$ cat src/rtl/rect_update_sequencer_if.sv
// Random-source handshake between the rectangle sequencer (master) and the
// shared random word generator (slave).
interface rect_update_sequencer_if;
  logic       rnd_req;
  logic       rnd_vld;
  logic [9:0] rnd_data;

  modport master (output rnd_req, input rnd_vld, input rnd_data);
  modport slave  (input rnd_req, output rnd_vld, output rnd_data);
endinterface

$ cat src/rtl/rect_update_sequencer.sv
// Once-per-second rectangle refresh: fetch eight random words, fold them into
// screen range, order each edge pair, and commit all eight at end of frame.
module rect_update_sequencer #(
  parameter int H_ACT = 640,
  parameter int V_ACT = 480
) (
  input  logic                          clk,
  input  logic                          rst,
  input  logic                          sec_pre,
  input  logic                          frame_end,
  rect_update_sequencer_if.master       rnd,
  output logic [9:0]                    rw0_out,
  output logic [9:0]                    rw1_out,
  output logic [8:0]                    rh0_out,
  output logic [8:0]                    rh1_out,
  output logic [9:0]                    bw0_out,
  output logic [9:0]                    bw1_out,
  output logic [8:0]                    bh0_out,
  output logic [8:0]                    bh1_out,
  output logic                          busy,
  output logic                          upd_done,
  output logic                          ovr
);

  typedef enum logic [2:0] {
    S_IDLE       = 3'd0,
    S_FETCH      = 3'd1,
    S_ORDER      = 3'd2,
    S_WAIT_FRAME = 3'd3,
    S_COMMIT     = 3'd4
  } state_t;

  localparam logic [9:0] W_ACT  = 10'(H_ACT);
  localparam logic [8:0] H_ACTV = 9'(V_ACT);
  localparam logic [9:0] W_HALF = 10'(H_ACT / 2);
  localparam logic [8:0] H_HALF = 9'(V_ACT / 2);

  state_t          state_q, state_d;
  logic [2:0]      slot_q, slot_d;
  // Index 0..3 = rw0, rw1, bw0, bw1 and rh0, rh1, bh0, bh1 respectively.
  logic [3:0][9:0] shw_q, shw_d;
  logic [3:0][8:0] shh_q, shh_d;
  logic [3:0][9:0] ow_q;
  logic [3:0][8:0] oh_q;
  logic            busy_q, upd_done_q, ovr_q;
  logic [9:0]      red_w_s;
  logic [8:0]      raw_h_s, red_h_s;

  // Next-state logic for the refresh sequence.
  always_comb begin
    state_d = state_q;
    case (state_q)
      S_IDLE: begin
        if (sec_pre) state_d = S_FETCH;
        else         state_d = S_IDLE;
      end
      S_FETCH: begin
        if (rnd.rnd_vld && (slot_q == 3'd7)) state_d = S_ORDER;
        else                                 state_d = S_FETCH;
      end
      S_ORDER: state_d = S_WAIT_FRAME;
      S_WAIT_FRAME: begin
        if (frame_end) state_d = S_COMMIT;
        else           state_d = S_WAIT_FRAME;
      end
      S_COMMIT: state_d = S_IDLE;
      default:  state_d = S_IDLE;
    endcase
  end

  // Fold a raw word into screen range with one conditional subtract.
  always_comb begin
    raw_h_s = rnd.rnd_data[8:0];
    if (rnd.rnd_data >= W_ACT) red_w_s = rnd.rnd_data - W_ACT;
    else                       red_w_s = rnd.rnd_data;
    if (raw_h_s >= H_ACTV) red_h_s = raw_h_s - H_ACTV;
    else                   red_h_s = raw_h_s;
  end

  // Shadow capture during FETCH and pair ordering during ORDER.
  always_comb begin
    shw_d  = shw_q;
    shh_d  = shh_q;
    slot_d = slot_q;
    case (state_q)
      S_IDLE: begin
        if (sec_pre) slot_d = 3'd0;
        else         slot_d = slot_q;
      end
      S_FETCH: begin
        if (rnd.rnd_vld) begin
          slot_d = slot_q + 3'd1;
          // Slots with bit1 clear are widths; {bit2,bit0} picks the pair entry.
          if (slot_q[1] == 1'b0) shw_d[{slot_q[2], slot_q[0]}] = red_w_s;
          else                   shh_d[{slot_q[2], slot_q[0]}] = red_h_s;
        end else begin
          slot_d = slot_q;
        end
      end
      S_ORDER: begin
        for (int p = 0; p < 2; p++) begin
          if (shw_q[2*p] > shw_q[2*p+1]) begin
            shw_d[2*p]   = shw_q[2*p+1];
            shw_d[2*p+1] = shw_q[2*p];
          end else begin
            shw_d[2*p]   = shw_q[2*p];
          end
          if (shh_q[2*p] > shh_q[2*p+1]) begin
            shh_d[2*p]   = shh_q[2*p+1];
            shh_d[2*p+1] = shh_q[2*p];
          end else begin
            shh_d[2*p]   = shh_q[2*p];
          end
        end
      end
      default: slot_d = slot_q;
    endcase
  end

  // State, slot index and shadow registers.
  always_ff @(posedge clk or posedge rst) begin
    if (rst) begin
      state_q <= S_IDLE;
      slot_q  <= 3'd0;
      shw_q   <= '0;
      shh_q   <= '0;
    end else begin
      state_q <= state_d;
      slot_q  <= slot_d;
      shw_q   <= shw_d;
      shh_q   <= shh_d;
    end
  end

  // Displayed coordinates change only on the COMMIT edge.
  always_ff @(posedge clk or posedge rst) begin
    if (rst) begin
      ow_q[0] <= 10'd0;
      ow_q[1] <= W_HALF - 10'd1;
      ow_q[2] <= W_HALF;
      ow_q[3] <= W_ACT - 10'd1;
      oh_q[0] <= 9'd0;
      oh_q[1] <= H_HALF - 9'd1;
      oh_q[2] <= H_HALF;
      oh_q[3] <= H_ACTV - 9'd1;
    end else if (state_q == S_COMMIT) begin
      ow_q <= shw_q;
      oh_q <= shh_q;
    end else begin
      ow_q <= ow_q;
      oh_q <= oh_q;
    end
  end

  // Status flags, registered from the next state so they align with it.
  always_ff @(posedge clk or posedge rst) begin
    if (rst) begin
      busy_q     <= 1'b0;
      upd_done_q <= 1'b0;
      ovr_q      <= 1'b0;
    end else begin
      busy_q     <= (state_d != S_IDLE);
      upd_done_q <= (state_d == S_COMMIT);
      if (sec_pre && (state_q != S_IDLE)) ovr_q <= 1'b1;
      else                                ovr_q <= ovr_q;
    end
  end

  assign rnd.rnd_req = (state_q == S_FETCH);
  assign rw0_out  = ow_q[0];
  assign rw1_out  = ow_q[1];
  assign bw0_out  = ow_q[2];
  assign bw1_out  = ow_q[3];
  assign rh0_out  = oh_q[0];
  assign rh1_out  = oh_q[1];
  assign bh0_out  = oh_q[2];
  assign bh1_out  = oh_q[3];
  assign busy     = busy_q;
  assign upd_done = upd_done_q;
  assign ovr      = ovr_q;

endmodule

$ cat src/flat_wrapper.sv
// flat-port wrapper written by rule: the top's interface ports become plain ports
module rect_update_sequencer_flat 
#(
  parameter int H_ACT = 640,
  parameter int V_ACT = 480
)
  (clk, rst, sec_pre, frame_end, rw0_out, rw1_out, rh0_out, rh1_out, bw0_out, bw1_out, bh0_out, bh1_out, busy, upd_done, ovr, rnd_rnd_req, rnd_rnd_vld, rnd_rnd_data);
  rect_update_sequencer_if rnd_i ();
  input  logic clk;
  input  logic rst;
  input  logic sec_pre;
  input  logic frame_end;
  output logic [9:0] rw0_out;
  output logic [9:0] rw1_out;
  output logic [8:0] rh0_out;
  output logic [8:0] rh1_out;
  output logic [9:0] bw0_out;
  output logic [9:0] bw1_out;
  output logic [8:0] bh0_out;
  output logic [8:0] bh1_out;
  output logic busy;
  output logic upd_done;
  output logic ovr;
  output wire logic [$bits(rnd_i.rnd_req)-1:0] rnd_rnd_req;
  input wire logic [$bits(rnd_i.rnd_vld)-1:0] rnd_rnd_vld;
  input wire logic [$bits(rnd_i.rnd_data)-1:0] rnd_rnd_data;
  assign rnd_rnd_req = rnd_i.rnd_req;
  assign rnd_i.rnd_vld = rnd_rnd_vld;
  assign rnd_i.rnd_data = rnd_rnd_data;
  rect_update_sequencer #(.H_ACT(H_ACT), .V_ACT(V_ACT)) u_core (.clk(clk), .rst(rst), .sec_pre(sec_pre), .frame_end(frame_end), .rnd(rnd_i), .rw0_out(rw0_out), .rw1_out(rw1_out), .rh0_out(rh0_out), .rh1_out(rh1_out), .bw0_out(bw0_out), .bw1_out(bw1_out), .bh0_out(bh0_out), .bh1_out(bh1_out), .busy(busy), .upd_done(upd_done), .ovr(ovr));
endmodule
$ cat config.mk
export PLATFORM = sky130hd
export DESIGN_NAME = rect_update_sequencer_flat
export DESIGN_NICKNAME = d
export VERILOG_FILES = /design/src/rtl/rect_update_sequencer_if.sv /design/src/rtl/rect_update_sequencer.sv /design/src/flat_wrapper.sv
export SDC_FILE = /design/constraint.sdc
export NUM_CORES = 1
export LEC_CHECK = 0
export CAP_MARGIN = 20
export CORE_UTILIZATION = 45
export DETAILED_ROUTE_END_ITERATION = 12
export GPL_ROUTABILITY_DRIVEN = 0
export GPL_TIMING_DRIVEN = 1
export PLACE_DENSITY = 0.65
export SETUP_SLACK_MARGIN = 0.05
export SLEW_MARGIN = 20
export SYNTH_ARGS = -nofsm -noshare
export SYNTH_HDL_FRONTEND = slang
export SYNTH_SLANG_ARGS = --single-unit
$ cat constraint.sdc
create_clock -name clk -period 16.3 [get_ports clk]
set_input_delay 3.26 -clock clk [delete_from_list [all_inputs] [get_ports clk]]
set_output_delay 3.26 -clock clk [all_outputs]
set_load 0.01 [all_outputs]
Word-level counts from Yosys, hierarchy flattened
Index checks and enable logic that the tools add are counted.
{"block": "classes", "addsub": 3, "n_mul": 0, "div": 0, "n_lt_le_gt_ge": 8, "n_eq_ne": 14, "n_shift": 0, "mux": 29, "bitwise": 0, "n_reduce_logical": 13}
{"op": "40-bit 2-to-1 mux", "n": 2}
{"op": "40-bit case mux with 2 select lines", "n": 1}
{"op": "36-bit 2-to-1 mux", "n": 2}
{"op": "36-bit case mux with 2 select lines", "n": 1}
{"op": "10-bit 2-to-1 mux", "n": 6}
{"op": "9-bit 2-to-1 mux", "n": 6}
{"op": "40-bit bitwise mux", "n": 1}
{"op": "36-bit bitwise mux", "n": 1}
{"op": "10-bit demux with 2-bit select", "n": 1}
{"op": "10-bit greater-than comparator", "n": 2}
{"op": "9-bit demux with 2-bit select", "n": 1}
{"op": "9-bit greater-than comparator", "n": 2}
{"op": "4-bit AND reduction", "n": 4}
{"op": "2-bit by 1-bit != test with 1-bit output, second input constant", "n": 6}
{"op": "3-bit case mux with 4 select lines", "n": 1}
{"op": "10-bit >= comparator, second input constant", "n": 1}
{"op": "10-bit subtractor, second input constant", "n": 1}
{"op": "3-bit == test, second input constant", "n": 3}
{"op": "9-bit >= comparator, second input constant", "n": 1}
{"op": "3-bit 2-to-1 mux", "n": 3}
{"op": "9-bit subtractor, second input constant", "n": 1}
{"op": "3-bit by 2-bit == test with 1-bit output, second input constant", "n": 2}
{"op": "3-bit case mux with 2 select lines", "n": 1}
{"op": "3-bit nonzero test", "n": 2}
{"op": "other kinds (11)", "n": 15}
{"block": "totals", "reg_bits": 161, "latch_bits": 0, "ram_bits": 0, "romBits": 0, "input_bits": 15, "word_cells": 88, "mem_count": 0}

Logic depth before layout (Yosys ltp)
Gate-level depths: netlist of run 1.
{"block": "depth", "word_depth": 8, "ltp_mapped": 8, "depth_no_buf": 7}

Worst setup path before layout of run 1
Ideal clock, no wire load.
{"block": "synth_timing", "path_kind": "input to register", "from": "input rnd_rnd_vld", "to": "register u_core.shw_q[10] (netlist bit)", "setup_ns": 0.125, "t_arrival_ns": 4.347, "setup_slack_ns": 11.828, "path_stages": 7, "n_path_buf": 2, "cell_sequence": "buf_2 > nand4bb_1 > nor2_1 > nand2_1 > o21ai_2 > buf_6 > mux2_2"}
{"block": "synth_between", "elab_chain_len": 2}
{"element": "start: declaration", "line": "flat_wrapper.sv:25", "text": "input wire logic [$bits(rnd_i.rnd_vld)-1:0] rnd_rnd_vld;"}
{"element": "2-bit by 1-bit != test with 1-bit output (no line)"}
{"element": "4-bit AND reduction (no line)"}
{"element": "end signal: assignment", "line": "rect_update_sequencer.sv:130", "text": "shw_q <= shw_d;"}
{"element": "end: declaration", "line": "rect_update_sequencer.sv:41", "text": "logic [3:0][9:0] shw_q, shw_d;"}
Every way passes these cells.
A chain may end at the register's enable or synchronous reset.

Worst setup path in the final report of run 1
{"block": "layout_timing", "from": "register u_core.state_q[2]", "to": "output rnd_rnd_req"}
{"block": "layout_between", "elab_chain_len": 1}
{"element": "start: declaration", "line": "rect_update_sequencer.sv:38", "text": "state_t state_q, state_d;"}
{"element": "start signal: assignment", "line": "rect_update_sequencer.sv:128", "text": "state_q <= state_d;"}
{"element": "3-bit by 1-bit == test with 1-bit output", "line": "rect_update_sequencer.sv:169", "text": "assign rnd.rnd_req = (state_q == S_FETCH);"}
{"element": "end: declaration", "line": "flat_wrapper.sv:24", "text": "output wire logic [$bits(rnd_i.rnd_req)-1:0] rnd_rnd_req;"}
Every way passes these cells.

==> results of run 1 <==
==> routing by layer <==
| layer | GRT usage | vias to the layer above |
|---|---|---|
| met2 | 0.3562 | 119 |
| li1 | - | 2592 |
| met4 | 0.08210 | 0 |
| met3 | 0.04176 | 18 |
| met5 | 0 | - |
| met1 | 0.2664 | 2805 |
==> synth_stat cells, types with 5 or more instances <==
| cell | number |
|---|---|
| nand2_1 | 41 |
| mux2i_1 | 40 |
| nand3_1 | 10 |
| clkbuf_1 | 10 |
| buf_2 | 16 |
| o31ai_1 | 5 |
| dfstp_2 | 36 |
| nor3b_1 | 5 |
| nor2_1 | 21 |
| buf_4 | 5 |
| dfrtp_1 | 125 |
| ha_1 | 43 |
| a22oi_1 | 26 |
| a211oi_1 | 5 |
| a22o_1 | 5 |
| nand4_1 | 6 |
| mux2_2 | 110 |
| o21ai_0 | 38 |
| a21oi_1 | 20 |
| inv_1 | 50 |
| o22ai_1 | 6 |
==> final cells by class <==
cell class	instances	area, um^2
tap	225	281.5
clock inverter	8	80.08
clock buffer	24	491.7
timing repair buffer	100	985.9
multi-input combinational	430	3687
fill	1443	7684
inverter	50	192.7
sequential	161	4074
==> kinds of logic (layout without fill, tap and decap cells) <==
group | Yosys count | in the layout | synth area share
simple gates | 103 | 103 | 0.06262
mux | 154 | 154 | 0.2090
buf+inv | 83 | 182 | 0.04504
fa+ha+maj | 43 | 43 | 0.06632
flops | 161 | 161 | 0.5022
xor+xnor | 3 | 3 | 0.003239
compound gates | 127 | 127 | 0.1117
==> through the flow <==
stage                 util  instance area [um^2]  worst slack [ns]
finish              0.5604                  9793             11.07
detailed placement  0.5275                  9219             10.80
floorplan                -                  8113             8.751
global route        0.5604                  9793             10.94
CTS                 0.5602                  9791             11.07
global placement    0.5275                  9219             10.90
==> layout by cell type (no fill, tap or decap), types with 26 or more instances in the layout <==
cell type / n
a22oi_1: 26
mux2_2: 110
inv_1: 49
o21ai_0: 38
clkdlybuf4s50_1: 94
ha_1: 43
dfrtp_1: 125
dfstp_2: 36
nand2_1: 41
mux2i_1: 40
==> state kept, by name, indices dropped and copies added (netlist names), 3 cells and up <==
register        flops
u_core.shw_q       40
u_core.shh_q       36
u_core.bw0_out     10
u_core.bw1_out     10
u_core.rw0_out     10
u_core.rw1_out     10
u_core.bh0_out      9
u_core.bh1_out      9
u_core.rh0_out      9
u_core.rh1_out      9
u_core.slot_q       3
u_core.state_q      3
==> worst max-delay path, cell delays in order, from the launching register on <==
cell and delay, ns:
dfrtp_1 0.50, nor2_1 0.29, and2_1 0.21, clkdlybuf4s50_1 0.55
==> report_power, final <==
| group | internal (mW) | leakage (nW) | switching [mW] | total (mW) |
|---|---|---|---|---|
| Combinational | 0.323 | 1.90 | 0.332 | 0.655 |
| Sequential | 0.535 | 2.03 | 0.110 | 0.645 |
| Clock | 0.226 | 0.261 | 0.157 | 0.383 |
==> worst paths after layout <==
kind                                            endpoint  depth (start not counted)  slack (ns)
setup / recovery                             rnd_rnd_req                          3       11.07
hold / removal                    u_core.ovr$_DFFE_PP0P_                          1        0.49
setup reg to reg            u_core.shh_q[27]$_DFFE_PP0P_                          5       13.29
hold reg to reg                   u_core.ovr$_DFFE_PP0P_                          1        0.49
max in group asynchronous    u_core.shw_q[3]$_DFFE_PP0P_                          3       11.50
min in group asynchronous  u_core.bh0_out[3]$_DFFE_PP0N_                          2        3.35
==> flow_summary.ini, run 1 <==
[run_status]
status = finished, final reports clean

[yosys]
ys_top_cells_by_area = dfrtp_1 39%, mux2_2 15%, dfstp_2 12%
yosysUniqueCellTypes = 49
yosys_most_used_dff = dfrtp_1
synth_edf_count = 0
synth.avg_cell_area_um2 = 12.04
synth-seq-cells = 161
syn-cell-area_um2 = 8113
synth_top_area_share = 0.3856
syn_nets = 732
yosys.area.top_type = dfrtp_1
yosysWarnings = 0
ys_seq_area_frac = 0.5022
syn_inst = 674
async_reset_ff_frac = 1.000

[sta]
setup_viol = 0
drv_slew = 0
finalCritPeriodShare = 0.3207
timing.hold.ws_ns = 0.4938
fmaxAchievable_mhz = 191.3
fin_setup_tns_ns = 0
timing.slew.headroom = 0.2867
rsz0062_at_grt = no
clock_skew_ns = 0.007896
layout_min_cycle_time_ns = 5.227
hold_viol_final = 0
worst_slew_pin_slew_ns = 1.063

[worst_hold_path]
worst_hold_path_type = reg2reg
hold_path_startpoint = u_core.ovr$_DFFE_PP0P_

[clock_tree]
clkSlewWorstSetupHoldPaths_ns = 0.06
clock-sinks = 161
cts_buffer_depth = 2
clk_latency_ns = 0.42
cts.repair.resized = 0
htreeDepth = 4
cts_setup_buffers = 0
hold_buffers = 0
cts_tree = yes
numCtsBuffers = 17
cts-root-buf = clkbuf_16

[route]
drt-total-wl_mm = 18.20
wl_per_cell_um = 18.24
vias_per_cell = 5.545
via_count = 5534
m1WireLength_mm = 7.956
wl_met2_mm = 9.251
routed-wl-met3_um = 750
dr.max_layer_used = met4
ant_nets = 0
drc = 0
first_iter_violations = 319
firstDrtPassIters = 4

[die]
io_pins = 95
die_w_um = 136.3
initial_core_util = 0.4642
die_h_um = 136.3
core-area_um2 = 17480
die-area_um2 = 18570
rows = 48

[critical_path]
r2r-start = u_core.state_q[0]$_DFF_PP0_
setup.worst_path.end_class = output pin
start_kind = flip-flop
crit_arrival_ns = 1.97
cp_data_required_time_ns = 13.04
critPathMaxFanout = 10
crit_path_start = u_core.state_q[2]$_DFF_PP0_
crit_type = reg2out

[global_routing]
antenna_found_initial = 0
grt_usage = 0.2115
grt_max_degree = 84
grt_overflow_total = 0
grt_pass1_wl_mm = 30.03
grt_pass1_vias = 5852

[power_and_ir_drop]
max-vdd-ir-drop_mv = 0.08936
powerDensity_nw_per_um2 = 171.8
leakagePower_nw = 4.192
total_power_mw = 1.682

[placement]
portBuffers = 94
dp.cells = 966
hpwlAfterDp_mm = 12.47

[finish]
final_nets = 818
final_cells = 998
antenna_cells = 0
drive_above_1_share = 0.2626
area_growth_pct = 20.71

[job]
cap_violations = 0
No activity file was read; power rests on OpenSTA's default activity.
==> run 2: changes to the inputs <==
==> constraint.sdc (replaced) <==
create_clock -name clk -period 5 [get_ports clk]
set_input_delay 1 -clock clk [delete_from_list [all_inputs] [get_ports clk]]
set_output_delay 1 -clock clk [all_outputs]
set_load 0.01 [all_outputs]
==> flow_summary.ini, run 2 (same netlist as run 1, synthesis figures left out) <==
[die]
io_pins = 95
core-area_um2 = 17480
die_h_um = 136.3
die-area_um2 = 18570
initial_core_util = 0.4642
die_w_um = 136.3
rows = 48

[sta]
setup_viol = 0
clock_skew_ns = 0.006035
worst_slew_pin_slew_ns = 1.081
hold_viol_final = 0
timing.slew.headroom = 0.2746
drv_slew = 0
fin_ws_ns = 2.001
layout_min_cycle_time_ns = 2.999
rsz0062_at_grt = no
finalCritPeriodShare = 0.5999
fmaxAchievable_mhz = 333.4
fin_setup_tns_ns = 0

[power_and_ir_drop]
p_switching_mw = 1.977
p_int_mw = 3.701
seqPwrFrac = 0.370
clock_power_share = 0.253
p_comb_frac = 0.377
leakagePower_nw = 4.251
max-vdd-ir-drop_mv = 0.3490
powerDensity_nw_per_um2 = 573.5
sw_frac_of_total = 0.3481

[critical_path]
critPathMaxFanout = 23
cp_data_required_time_ns = 5.31
crit_type = reg2reg
crit_arrival_ns = 3.31
start_kind = flip-flop
setup.worst_path.end_class = flip-flop

[route]
vias_per_cell = 5.596
firstDrtPassIters = 4
first_iter_violations = 274
drt-total-wl_mm = 18.38
wl_per_cell_um = 18.38
ant_nets = 0
drc = 0
via_count = 5596

[finish]
layout_commonest_cell = dfrtp_1
nFillCells = 1450
final_cells = 1000
multi_input_area_um2 = 3687
post-route-cell-area_um2 = 9899
area_growth_pct = 22.02
largest_reg_flops = 40
regMostFlops = u_core.shw_q
antenna_cells = 0
top_regs = u_core.shw_q (40), u_core.shh_q (36)
drive_above_1_share = 0.2671
layout_common_cells = 125 x dfrtp_1, 110 x mux2_2, 94 x clkdlybuf4s50_1, 49 x inv_1, 43 x ha_1
final_nets = 820
final-seq-area_um2 = 4074

[global_routing]
grt_pass1_vias = 5902
grt_max_degree = 88
grt_usage = 0.2102
antenna_found_initial = 0
grt_overflow_total = 0
grt_pass1_wl_mm = 29.79

[clock_tree]
cts-root-buf = clkbuf_16
cts.repair.resized = 0
cts_tree = yes
htreeDepth = 4
hold_buffers = 0
numCtsBuffers = 17
clk_latency_ns = 0.43
cts_buffer_depth = 2
cts_setup_buffers = 0
clock-sinks = 161
clkSlewWorstSetupHoldPaths_ns = 0.06

[placement]
dp_slack_ns = 1.694
hpwlAfterDp_mm = 12.74
dp.cells = 968
portBuffers = 94
dpl-instance-area_um2 = 9245

[run_status]
status = finished, final reports clean

[job]
cap_violations = 0

[worst_hold_path]
worst_hold_path_type = reg2reg
==> run 2: changes by cell type in the layout (fill, tap and decap cells not counted), sizes merged <==
cell | previous run | this run
bufinv | 1 | 5
clkinv | 1 | 4
buf | 6 | 8
clkinvlp | 6 | 4
clkbuf | 24 | 19
==> run 2: worst paths after layout <==
kind                                            endpoint  depth (start not counted)  slack (ns)                        start
min in group asynchronous  u_core.bh0_out[2]$_DFFE_PP0N_                          2        1.09                          rst
max reg2reg                 u_core.shh_q[27]$_DFFE_PP0P_                          5        2.00  u_core.state_q[0]$_DFF_PP0_
max in group asynchronous  u_core.rw1_out[4]$_DFFE_PP1N_                          3        2.92                          rst
min                               u_core.ovr$_DFFE_PP0P_                          1        0.47       u_core.ovr$_DFFE_PP0P_
max                         u_core.shh_q[27]$_DFFE_PP0P_                          5        2.00  u_core.state_q[0]$_DFF_PP0_
min reg2reg                       u_core.ovr$_DFFE_PP0P_                          1        0.47       u_core.ovr$_DFFE_PP0P_
==> run 2: final cells by class <==
cell class              instances  share of cell area
flip-flops and latches        161              0.4115
repair buffers                102              0.1024
well taps                     225             0.02844
inverters                      50             0.01934
clock buffers                  19             0.04474
clock inverters                13             0.02111
multi-input cells             430              0.3725
==> run 2: stage by stage <==
step,total power [mW],hold slack [ns],utilization
finish,5.678,0.4741,0.5664
detailed placement,4.249,0.4636,0.5290
global placement,4.171,0.4550,0.5290
floorplan,3.522,0.4794,-
CTS,5.720,0.4797,0.5663
global route,6.030,0.5278,0.5664
==> run 2: critical path, cell delays in order, from the launching register on <==
cell and delay [ns]:
dfrtp_1 0.56, nor3b_4 0.55, buf_4 0.37, o31ai_1 0.18, o21ai_1 0.86, mux2_4 0.36
==> run 2: power groups by stage <==
stage                     sequential, mW  combinational [mW]  clock, mW
after CTS                           2.10                2.16       1.46
after floorplan                     2.04                1.48          0
after global routing                2.16                2.37       1.50
final                               2.10                2.14       1.44
after detailed placement            2.12                2.13          0
after global placement              2.10                2.07          0
==> run 2: routing by layer <==
layer  track usage  wire, um  part of all wire  up-vias
met4       0.09506       440             0.024        0
li1              -         -                 -     2605
met1        0.2567      7646              0.42     2814
met2        0.3556      9305              0.51      141
met3       0.04400       985             0.054       36
met5             0         0                 0        -
==> run 3: changes to the inputs <==
==> constraint.sdc (replaced) <==
create_clock -name clk -period 3.1 [get_ports clk]
set_input_delay 0.62 -clock clk [delete_from_list [all_inputs] [get_ports clk]]
set_output_delay 0.62 -clock clk [all_outputs]
set_load 0.01 [all_outputs]
==> flow_summary.ini, run 3 (same netlist as run 1, synthesis figures left out) <==
[critical_path]
cp.buffers_inverters = 1
crit_arrival_ns = 2.94
crit_chain = nor3b_4, buf_12, nor2_1, nand2_1, o21ai_4, mux2_2
path_delay_family = simple AND/OR/NAND/NOR gates
start_kind = flip-flop
critPathMaxFanout = 47
setup.worst_path.end_class = flip-flop
cp_slowest_stage_delay_ns = 0.68
crit_type = reg2reg
cp_data_required_time_ns = 3.41
slowest_stage = nor2_1

[sta]
fmaxAchievable_mhz = 380.7
clock_skew_ns = 0.006923
worst_slew_pin_slew_ns = 0.8405
fin_setup_tns_ns = 0
drv_slew = 0
timing.hold.ws_ns = 0.4675
fin_ws_ns = 0.4731
rsz0062_at_grt = no
timing.slew.headroom = 0.4376
setup_viol = 0
hold_viol_final = 0
layout_min_cycle_time_ns = 2.627
finalCritPeriodShare = 0.8474

[finish]
final_nets = 828
drive_above_1_share = 0.2720
layout_commonest_cell = dfrtp_1
layout_common_cells = 125 x dfrtp_1, 110 x mux2_2, 94 x clkdlybuf4s50_1, 49 x inv_1, 43 x ha_1
nFillCells = 1481
area_growth_pct = 22.09
largest_reg_flops = 40
post-route-cell-area_um2 = 9905
antenna_cells = 0
fin_util = 0.5667
regMostFlops = u_core.shw_q
top_regs = u_core.shw_q (40), u_core.shh_q (36)

[global_routing]
grt_pass1_vias = 5900
grt_pass1_wl_mm = 30.10
grt_max_degree = 120
grt_overflow_total = 0
antenna_found_initial = 0
grt_usage = 0.2130

[power_and_ir_drop]
max-vdd-ir-drop_mv = 0.4970
leakagePower_nw = 4.271
p_int_mw = 5.764
p_comb_frac = 0.391
clock_power_share = 0.230
seqPwrFrac = 0.379
powerDensity_nw_per_um2 = 903.2
p_switching_mw = 3.182
sw_frac_of_total = 0.3557

[clock_tree]
cts_buffer_depth = 2
clock-sinks = 161
cts-root-buf = clkbuf_16
numCtsBuffers = 17
cts.repair.resized = 0
hold_buffers = 0
cts_tree = yes
clk_latency_ns = 0.43
clkSlewWorstSetupHoldPaths_ns = 0.06
htreeDepth = 4
cts_setup_buffers = 0

[placement]
hpwlAfterDp_mm = 12.96
dpl-instance-area_um2 = 9330
dp_slack_ns = 0.4716
portBuffers = 94

[die]
die_w_um = 136.3
die_h_um = 136.3
die-area_um2 = 18570
initial_core_util = 0.4642
io_pins = 95
rows = 48
core-area_um2 = 17480

[route]
wl_per_cell_um = 18.24
via_count = 5578
drt-total-wl_mm = 18.38
ant_nets = 0
firstDrtPassIters = 5
vias_per_cell = 5.534
first_iter_violations = 303
drc = 0

[run_status]
status = finished, final reports clean

[job]
cap_violations = 0

[worst_hold_path]
worst_hold_path_type = reg2reg
-- run 3: cell types whose count changed in the layout (fill, tap and decap cells not counted), sizes merged --
cell / change
bufinv: -3
clkinv: +3
clkinvlp: -1
buf: +8
inv: -1
clkbuf: +2
-- run 3: metrics by stage --
step	power (mW)	instances
6_report	8.946	1008
4_1_cts	9.024	1008
5_1_grt	9.545	1008
3_5_place_dp	6.900	976
3_3_place_gp	6.758	976
2_1_floorplan	5.680	674
-- run 3: worst paths after layout --
path | startpoint | to | slack [ns] | cells after the start
worst max register to register | u_core.state_q[0]$_DFF_PP0_ | u_core.shh_q[20]$_DFFE_PP0P_ | 0.47 | 6
worst min-delay path | u_core.ovr$_DFFE_PP0P_ | u_core.ovr$_DFFE_PP0P_ | 0.47 | 1
worst min register to register | u_core.ovr$_DFFE_PP0P_ | u_core.ovr$_DFFE_PP0P_ | 0.47 | 1
max in group asynchronous | rst | u_core.shw_q[3]$_DFFE_PP0P_ | 1.87 | 3
worst max-delay path | u_core.state_q[0]$_DFF_PP0_ | u_core.shh_q[20]$_DFFE_PP0P_ | 0.47 | 6
min in group asynchronous | rst | u_core.shh_q[30]$_DFFE_PP0P_ | 0.73 | 3
-- run 3: routing by layer --
layer / vias to the layer above / GRT usage / wire length (um)
li1: 2614 / - / -
met1: 2828 / 0.2701 / 8055
met2: 113 / 0.3624 / 9398
met3: 23 / 0.03654 / 613
met4: 0 / 0.07963 / 316
met5: - / 0 / 0
-- run 3: layout make-up --
cell class	instances	area, um^2	area share
Sequential cell	161	4074	0.4113
Multi-Input combinational cell	430	3685	0.3720
Timing Repair Buffer	110	1099	0.1109
Clock buffer	21	460.4	0.04649
Tap cell	225	281.5	0.02842
Inverter	50	191.4	0.01933
Clock inverter	11	113.9	0.01150
-- run 3: power groups by stage --
stage | combinational, mW | clock [mW] | sequential (mW)
floorplan | 2.39 | 0 | 3.29
global placement | 3.36 | 0 | 3.40
detailed placement | 3.48 | 0 | 3.42
CTS | 3.53 | 2.10 | 3.39
global route | 3.88 | 2.19 | 3.48
finish | 3.50 | 2.06 | 3.39
